--- config.mk ---
export PLATFORM = sky130hd
export DESIGN_NAME = nand_page_seq
export DESIGN_NICKNAME = d
export VERILOG_FILES = /design/src/rtl/nand_page_seq.sv
export SDC_FILE = /design/constraint.sdc
export NUM_CORES = 1
export LEC_CHECK = 0
export ABC_AREA = 1
export BUFFER_PORTS_ARGS = -buffer_cell sky130_fd_sc_hd__buf_2
export CORE_ASPECT_RATIO = 1.25
export CORE_MARGIN = 4
export CORE_UTILIZATION = 50
export CTS_CLUSTER_SIZE = 16
export DETAILED_ROUTE_END_ITERATION = 6
export PLACE_DENSITY = 0.79
export SETUP_SLACK_MARGIN = 0.3
export SLEW_MARGIN = 25
export SYNTH_ARGS = -nofsm -noshare
export SYNTH_HDL_FRONTEND = slang
export SYNTH_SLANG_ARGS = --single-unit
--- constraint.sdc ---
create_clock -name CLK -period 3.21 [get_ports CLK]
set_input_delay 0.1605 -clock CLK [delete_from_list [all_inputs] [get_ports CLK]]
set_output_delay 0.1605 -clock CLK [all_outputs]
set_load 0.05 [all_outputs]
--- src/rtl/nand_page_seq.sv ---
// rtl/nand_page_seq.sv - NAND page-read sequencer: optional chip reset, read command,
// busy waits with timeout, guard delay, data fetch.
module nand_page_seq #(
   parameter int CE_NUM       = 2,
   parameter int ROW_W        = 16,
   parameter int MUTE_CYC     = 20,
   parameter int BUSY_TO      = 65535,
   parameter int RST_ON_START = 1
) (
   input  logic              CLK,
   input  logic              RST,
   input  logic              START,
   input  logic              ABORT,
   input  logic [ROW_W-1:0]  ADDR_NAND,
   input  logic [1:0]        CE_IDX,
   input  logic              RB,
   output logic              CW_ENA,
   output logic [55:0]       CW_CMD,
   input  logic              CW_DONE,
   output logic              DR_ENA,
   input  logic              DR_DONE,
   output logic [CE_NUM-1:0] CE_N,
   output logic              BUSY,
   output logic              COMPLT,
   output logic              ERR,
   output logic [1:0]        ERR_CODE
);

   typedef enum logic [3:0] {
      S_IDLE, S_SEND_RST, S_WAIT_RB_RST, S_MUTE_RST, S_SEND_READ,
      S_WAIT_RB_READ, S_MUTE_READ, S_READ_DATA, S_DONE, S_ERROR
   } state_t;

   localparam logic [31:0] BUSY_LIM = 32'(BUSY_TO);
   localparam logic [31:0] MUTE_LIM = 32'(MUTE_CYC);

   state_t           state_q, state_d;
   logic [ROW_W-1:0] addr_q, addr_d;
   logic [1:0]       ce_q, ce_d;
   logic             rst_needed_q, rst_needed_d;
   logic             seen_low_q, seen_low_d;
   logic [31:0]      cnt_q, cnt_d;
   logic             err_q, err_d;
   logic [1:0]       err_code_q, err_code_d;
   logic             bad_ce;
   logic             ce_active;
   logic [15:0]      addr16;

   assign bad_ce = ({30'd0, CE_IDX} >= 32'(CE_NUM));
   assign addr16 = 16'(addr_q);

   always_ff @(posedge CLK) begin
      if (RST) begin
         state_q      <= S_IDLE;
         addr_q       <= '0;
         ce_q         <= '0;
         rst_needed_q <= 1'b1;
         seen_low_q   <= 1'b0;
         cnt_q        <= '0;
         err_q        <= 1'b0;
         err_code_q   <= 2'b00;
      end else begin
         state_q      <= state_d;
         addr_q       <= addr_d;
         ce_q         <= ce_d;
         rst_needed_q <= rst_needed_d;
         seen_low_q   <= seen_low_d;
         cnt_q        <= cnt_d;
         err_q        <= err_d;
         err_code_q   <= err_code_d;
      end
   end

   always_comb begin
      state_d      = state_q;
      addr_d       = addr_q;
      ce_d         = ce_q;
      rst_needed_d = rst_needed_q;
      err_d        = err_q;
      err_code_d   = err_code_q;
      if (state_q != S_IDLE && ABORT) begin
         state_d      = S_IDLE;
         rst_needed_d = 1'b1;
      end else begin
         case (state_q)
            S_IDLE: begin
               if (START && !ABORT) begin
                  addr_d     = ADDR_NAND;
                  ce_d       = CE_IDX;
                  err_d      = 1'b0;
                  err_code_d = 2'b00;
                  if (bad_ce) begin
                     state_d    = S_ERROR;
                     err_d      = 1'b1;
                     err_code_d = 2'b11;
                  end else if (rst_needed_q || RST_ON_START != 0) begin
                     state_d = S_SEND_RST;
                  end else begin
                     state_d = S_SEND_READ;
                  end
               end
            end
            S_SEND_RST:  if (CW_DONE) state_d = S_WAIT_RB_RST;
            S_SEND_READ: if (CW_DONE) state_d = S_WAIT_RB_READ;
            S_WAIT_RB_RST: begin
               if (seen_low_q && RB) begin
                  state_d = S_MUTE_RST;
               end else if (cnt_q + 32'd1 >= BUSY_LIM) begin
                  state_d    = S_ERROR;
                  err_d      = 1'b1;
                  err_code_d = 2'b01;
               end
            end
            S_WAIT_RB_READ: begin
               if (seen_low_q && RB) begin
                  state_d = S_MUTE_READ;
               end else if (cnt_q + 32'd1 >= BUSY_LIM) begin
                  state_d    = S_ERROR;
                  err_d      = 1'b1;
                  err_code_d = 2'b10;
               end
            end
            S_MUTE_RST:  if (cnt_q + 32'd1 >= MUTE_LIM) state_d = S_SEND_READ;
            S_MUTE_READ: if (cnt_q + 32'd1 >= MUTE_LIM) state_d = S_READ_DATA;
            S_READ_DATA: if (DR_DONE) state_d = S_DONE;
            S_DONE:      state_d = S_IDLE;
            S_ERROR:     state_d = S_IDLE;
            default:     state_d = S_IDLE;
         endcase
      end
      if (state_d == S_MUTE_RST && state_q != S_MUTE_RST) rst_needed_d = 1'b0;
      // Busy/mute counter and RB-low tracker restart on every state change
      cnt_d      = (state_d != state_q) ? 32'd0 : cnt_q + 32'd1;
      seen_low_d = (state_d != state_q) ? 1'b0 : (seen_low_q | ~RB);
   end

   always_comb begin
      CW_ENA    = 1'b0;
      CW_CMD    = '0;
      DR_ENA    = 1'b0;
      BUSY      = (state_q != S_IDLE);
      COMPLT    = (state_q == S_DONE);
      ERR       = err_q;
      ERR_CODE  = err_code_q;
      ce_active = 1'b0;
      case (state_q)
         S_SEND_RST: begin
            CW_ENA = 1'b1;
            CW_CMD = 56'hFF00_0000_0000_00;
         end
         S_SEND_READ: begin
            CW_ENA = 1'b1;
            CW_CMD = {24'h000000, addr16, 16'h0030};
         end
         S_READ_DATA: DR_ENA = 1'b1;
         default: ;
      endcase
      case (state_q)
         S_SEND_RST, S_WAIT_RB_RST, S_MUTE_RST, S_SEND_READ,
         S_WAIT_RB_READ, S_MUTE_READ, S_READ_DATA: ce_active = 1'b1;
         default: ce_active = 1'b0;
      endcase
      CE_N = '1;
      for (int i = 0; i < CE_NUM; i++) begin
         if (ce_active && ce_q == 2'(i)) CE_N[i] = 1'b0;
      end
   end

endmodule

==> flow_summary.yaml, run 1 <==
worst_setup_path:
  endpoint_kind: "flop"
  critPathMaxStageDelay_ps: 380
  critPathLaunchType: "flop"
  cpMostUsedCell: "nand2_1"
  crit_type: "reg -> reg"
  path_max_fanout: 8
  reg2reg_slack_ps: 410
  timing.rr.start: "cnt_q[1]$_SDFF_PP0_"
  path_cells: "ha_4 -> nand2_4 -> nor2_4 -> buf_6 -> nand3_4 -> inv_2 -> nand2_1 -> nand2_1 -> nand2_2 -> nor2_2 -> nand2_2 -> nor2_4 -> nand3_2 -> a21oi_2 -> nand2_1 -> nand2_1 -> nand2_1 -> nand2_2 -> nor2_4 -> nand2_4 -> clkbuf_16 -> nor2_4"
  r2r_cells: 22
  slowest_stage: "dfxtp_4"
  crit_family: "simple AND/OR/NAND/NOR gates"
  r2r-end: "cnt_q[26]$_SDFF_PP0_"
  cp_data_required_time_ps: 3460
  crit_buf_inv: 3
  cp.arrival_ps: 3050
detailed_routing:
  dr.pass1.iters: 5
  final_antenna_net_count: 0
  via_per_inst: 4.98
  wl_per_cell_um: 12.7
  wl_um: 10000
  drc_errors: 0
  drt-initial-drc-count: 240
  vias: 3928
sta:
  min_period_ps: 2800
  rsz0062_at_grt: "no"
  final_max_slew_viol_count: 0
  clock_skew_ps: 10.4
  worstMarginPinSlew_ps: 571
  post-route-period-util: 0.873
  hold-worst-slack_ps: 48.6
  setup_tns_ps: 0
  max_freq_ghz: 0.357
  setup_viol: 0
  relSlewSlack: 0.610
  hold_viol: 0
worst_hold_path:
  min_path_type: "in -> reg"
  whs_path_depth: 3
  hp-start: "CE_IDX[0]"
  min_to: "ce_q[0]$_SDFFE_PP0P_"
floorplan:
  die_area_mm2: 0.00956
  die_h_um: 108
  core-area_mm2: 0.00784
  rows: 36
  initial_core_util: 0.514
  io-pin-count: 90
  die_w_um: 88.3
yosys:
  netlist_instances: 615
  synth_edf_count: 0
  yosysTopAreaCell: "dfxtp_1"
  ys_top_cells_by_area: "dfxtp_1 (29%), nand2_1 (15%), nor2_1 (10%)"
  synthFlopType: "dfxtp_1"
  syn_avg_cell_area_um2: 6.55
  synthArstFlopShare: 0
  synth_cell_types: 34
  synthTopCellsByCount: "nand2_1 (163), nor2_1 (109), inv_1 (85)"
  synthesis.area_mm2: 0.00403
  synth.yosys.warnings: 0
  ys_seq_area_frac: 0.288
  yosysMostFrequentCell: "nand2_1"
  synth_seq_cells: 58
  synth_top_area_frac: 0.288
clock_network:
  cts_tree: "done"
  cts.path.max_buffers: 2
  htree_levels: 3
  cts_buffers: 9
  path_clk_slew_ps: 60
  cts.sinks: 58
  clock_latency_ps: 360
  root_buffer: "clkbuf_8"
global_route:
  grt.busiest_layer: "met2"
  grt_use_met1: 0.230
  antenna_found_initial: 0
  grt_max_degree: 37
  use_met2: 0.352
  grt_pass1_wl_um: 15400
  use_met3: 0.0518
  track_usage: 0.202
  overflow: 0
  grt_pass1_vias: 3644
power_and_ir_drop:
  vdd_ir_drop_max_mv: 0.340
  p_leak_nw: 2.19
  p_per_area_mw_per_mm2: 412
place:
  gp_congestion: 0.929
  port-buffer-count: 59
  place_hpwl_um: 7040
  place_area_mm2: 0.00424
  placed_cells: 756
final_layout:
  layout-drive-gt1-share: 0.280
  n_antenna_cell: 0
  final_cell_area_mm2: 0.00485
  final_util: 0.619
  fin_cells: 789
  multiInputGateArea_mm2: 0.00241
  seqCellArea_mm2: 0.00117
  nets: 716
  fill_cells: 674
  syn2layout_area_growth_pct: 20.5
job:
  maxCapViolations: 0
status:
  status: "completed"
## logic make-up after synthesis
logic type	count (synthesis)	share of synthesized area
buffers and inverters	139	0.179
flip-flops	58	0.288
AND/OR/NAND/NOR	377	0.465
other	1	0.000931
adder cells (fa/ha/maj)	2	0.00621
AO/OA/AOI/OAI	38	0.0609
## sequential cells by signal, summed over array words and instances (netlist names)
signal / cells
seen_low_q: 1
state_q: 4
ERR_CODE: 2
addr16: 16
cnt_q: 32
ce_q: 2
ERR: 1
## stage by stage
| step | total power, mW | setup slack (ps) |
|---|---|---|
| floorplan | 1.10 | 615 |
| global placement | 1.10 | 309 |
| detailed placement | 1.11 | 210 |
| CTS | 1.97 | 319 |
| global route | 2.07 | 231 |
| finish | 2.00 | 408 |
## worst max path at each step
stage / startpoint / to / slack, ps / cells after the start
6_report: cnt_q[1]$_SDFF_PP0_ / cnt_q[26]$_SDFF_PP0_ / 410 / 22
5_1_grt: cnt_q[1]$_SDFF_PP0_ / cnt_q[26]$_SDFF_PP0_ / 230 / 22
4_1_cts: cnt_q[1]$_SDFF_PP0_ / cnt_q[8]$_SDFF_PP0_ / 320 / 21
3_5_place_dp: cnt_q[1]$_SDFF_PP0_ / cnt_q[8]$_SDFF_PP0_ / 210 / 20
3_3_place_gp: cnt_q[1]$_SDFF_PP0_ / cnt_q[0]$_SDFF_PP0_ / 310 / 21
2_1_floorplan: state_q[2]$_SDFF_PP0_ / cnt_q[0]$_SDFF_PP0_ / 610 / 12
## what timing repair did
action	CTS	global route
hold buffers	0	0
gates resized for setup	3	54
pin swaps	0	32
cloned	0	3
setup buffers	0	14
endpoints found under the setup margin	17	33
## cells in the final DEF (no fill, tap or decap), types with 3 or more instances in the layout
| master | n |
|---|---|
| nor3_1 | 5 |
| a211oi_1 | 16 |
| bufinv_16 | 3 |
| o211ai_1 | 3 |
| clkbuf_8 | 11 |
| conb_1 | 30 |
| inv_2 | 5 |
| o21ai_0 | 3 |
| clkbuf_16 | 3 |
| nand4_1 | 9 |
| dfxtp_1 | 53 |
| nand2_2 | 18 |
| nor2_1 | 99 |
| dfxtp_2 | 3 |
| nand2_1 | 146 |
| nand3_1 | 24 |
| inv_1 | 83 |
| nor2_4 | 39 |
| nand3_2 | 5 |
| buf_2 | 59 |
| buf_4 | 16 |
| nor2_2 | 9 |
| nand3b_1 | 9 |
| nand2_4 | 6 |
| a21oi_1 | 10 |
## final cells by class
| type | instances | area share |
|---|---|---|
| multi-input cells | 447 | 0.497 |
| clock inverters | 4 | 0.0201 |
| flip-flops and latches | 58 | 0.242 |
| inverters | 90 | 0.0696 |
| well taps | 95 | 0.0245 |
| clock buffers | 12 | 0.0320 |
| repair buffers | 83 | 0.115 |
## where the power goes
| group | internal [mW] | switching [mW] |
|---|---|---|
| combinational | 0.101 | 0.276 |
| clock | 0.558 | 0.298 |
| sequential | 0.749 | 0.0152 |
## metal layers
| layer | part of all wire | up-vias |
|---|---|---|
| li1 | - | 1976 |
| met2 | 0.50 | 153 |
| met1 | 0.41 | 1757 |
| met3 | 0.064 | 42 |
| met4 | 0.031 | 0 |
| met5 | 0 | - |
## worst reg2reg max path: cells and delay by family, from the launching register on
family | cells | cell delay [ps]
simple gates | 17 | 1530
buf+inv | 3 | 470
flops | 1 | 380
fa+ha+maj | 1 | 160
compound gates | 1 | 170
Note: power is estimated with default switching activity, not from simulation.
==> inputs of run 2 (changes only) <==
BUFFER_PORTS_ARGS = -buffer_cell sky130_fd_sc_hd__buf_4   (was -buffer_cell sky130_fd_sc_hd__buf_2)
==> flow_summary.yaml, run 2 (synthesized netlist as in run 1, its figures left out) <==
floorplan:
  die_w_um: 88.3
  die_h_um: 108
  initial_core_util: 0.514
  io-pin-count: 90
  rows: 36
  core-area_mm2: 0.00784
  die_area_mm2: 0.00956
global_route:
  grt_max_degree: 37
  antenna_found_initial: 0
  grt_pass1_wl_um: 15600
  track_usage: 0.206
  grt_pass1_vias: 3612
  overflow: 0
worst_setup_path:
  reg2reg_slack_ps: 430
  crit_type: "reg -> reg"
  critPathLaunchType: "flop"
  cp.arrival_ps: 3070
  path_max_fanout: 8
  cp_data_required_time_ps: 3500
  endpoint_kind: "flop"
final_layout:
  final_cell_area_mm2: 0.00487
  syn2layout_area_growth_pct: 20.9
  largest_reg_flops: 32
  final_common_cell: "nand2_1"
  final_cell_mix: "nand2_1 (156), nor2_1 (99), inv_1 (85), buf_4 (72), dfxtp_1 (49)"
  nets: 710
  n_antenna_cell: 0
  layout-drive-gt1-share: 0.253
  max_flop_register: "cnt_q"
sta:
  min_period_ps: 2780
  hold-worst-slack_ps: 68.8
  clock_skew_ps: 8.98
  setup_tns_ps: 0
  worstMarginPinSlew_ps: 622
  post-route-period-util: 0.867
  hold_viol: 0
  post-route-worst-setup-slack_ps: 427
  max_freq_ghz: 0.359
  rsz0062_at_grt: "no"
  relSlewSlack: 0.583
  final_max_slew_viol_count: 0
  setup_viol: 0
job:
  maxCapViolations: 0
detailed_routing:
  drc_errors: 0
  drt-initial-drc-count: 377
  wl_per_cell_um: 12.6
  vias: 3941
  via_per_inst: 5.03
  wl_um: 9830
  final_antenna_net_count: 0
  dr.pass1.iters: 5
power_and_ir_drop:
  switching_power_mw: 0.591
  vdd_ir_drop_max_mv: 0.288
  combPwrFrac: 0.189
  p_per_area_mw_per_mm2: 412
  p_sw_frac: 0.295
  p_leak_nw: 2.11
  intPower_mw: 1.41
  p_seq_frac: 0.381
  clockPowerShare: 0.431
worst_hold_path:
  min_path_type: "in -> reg"
place:
  place_hpwl_um: 7020
  gp_congestion: 0.945
  place_area_mm2: 0.00438
  port-buffer-count: 59
  dp_slack_ps: 89.4
clock_network:
  cts_hold_buf: 0
  cts.path.max_buffers: 2
  cts.sinks: 58
  cts_buffers: 9
  clock_latency_ps: 350
  path_clk_slew_ps: 60
  cts_tree: "done"
  root_buffer: "clkbuf_8"
  htree_levels: 3
status:
  status: "completed"
## run 2: cell types whose count changed in the layout (fill, tap and decap cells not counted), sizes merged
cell    delta
buf        -4
clkbuf     -2
## run 2: area by class of cell
cell class / instances / area (µm²)
Clock buffer: 12 / 155
Timing Repair Buffer: 77 / 642
Tap cell: 95 / 119
Clock inverter: 4 / 97.6
Inverter: 90 / 338
Sequential cell: 58 / 1180
Multi-Input combinational cell: 447 / 2340
Fill cell: 686 / 2970
## run 2: power by group through the flow
| stage | Combinational (mW) | Sequential (mW) | Clock [mW] |
|---|---|---|---|
| floorplan | 0.317 | 0.784 | 0 |
| global placement | 0.342 | 0.777 | 0 |
| detailed placement | 0.345 | 0.778 | 0 |
| CTS | 0.347 | 0.763 | 0.873 |
| global route | 0.404 | 0.766 | 0.907 |
| finish | 0.379 | 0.764 | 0.864 |
## run 2: per-stage QoR
stage | utilization | power [mW] | std cells
2_1_floorplan | - | 1.10 | 644
6_report | 0.621 | 2.01 | 783
3_5_place_dp | 0.559 | 1.12 | 755
5_1_grt | 0.621 | 2.08 | 783
3_3_place_gp | 0.559 | 1.12 | 755
4_1_cts | 0.593 | 1.98 | 771
## run 2: path summary, 6_finish.rpt
check / startpoint / to / cells after the start
setup / recovery: cnt_q[11]$_SDFF_PP0_ / cnt_q[12]$_SDFF_PP0_ / 21
hold / removal: CE_IDX[0] / ce_q[0]$_SDFFE_PP0P_ / 3
setup reg to reg: cnt_q[11]$_SDFF_PP0_ / cnt_q[12]$_SDFF_PP0_ / 21
hold reg to reg: addr16[8]$_SDFFE_PP0P_ / addr16[8]$_SDFFE_PP0P_ / 2
## run 2: what timing repair did
action                                  4_1_cts  5_1_grt
cloned                                        0        2
endpoints found under the hold margin         0        0
gates resized for setup                       4       34
buffers inserted                              0       10
endpoints found under the setup margin       33       33
pin swaps                                     1       13
## run 2: worst max-delay path: stages, from the launching register on
cell	delay, ps
dfxtp_1	410
nand2_1	170
nor2_2	180
nand2_1	130
nor2_4	160
nand2_1	80
nand2_1	70
nand2_1	70
nor2_2	120
nand2_1	90
nor2_4	160
nand4_1	120
nand2_1	130
inv_2	40
nand2_2	60
nand2_1	60
nand2_1	60
nand2_1	70
nor2_2	130
nand2_4	120
clkbuf_16	210
nor2_4	70
## run 2: layer usage
layer / GRT usage / wire, µm / up-vias
li1: - / - / 1966
met1: 0.238 / 3930 / 1768
met2: 0.352 / 4870 / 178
met3: 0.0579 / 736 / 29
met4: 0.0842 / 296 / 0
met5: 0 / 0 / -
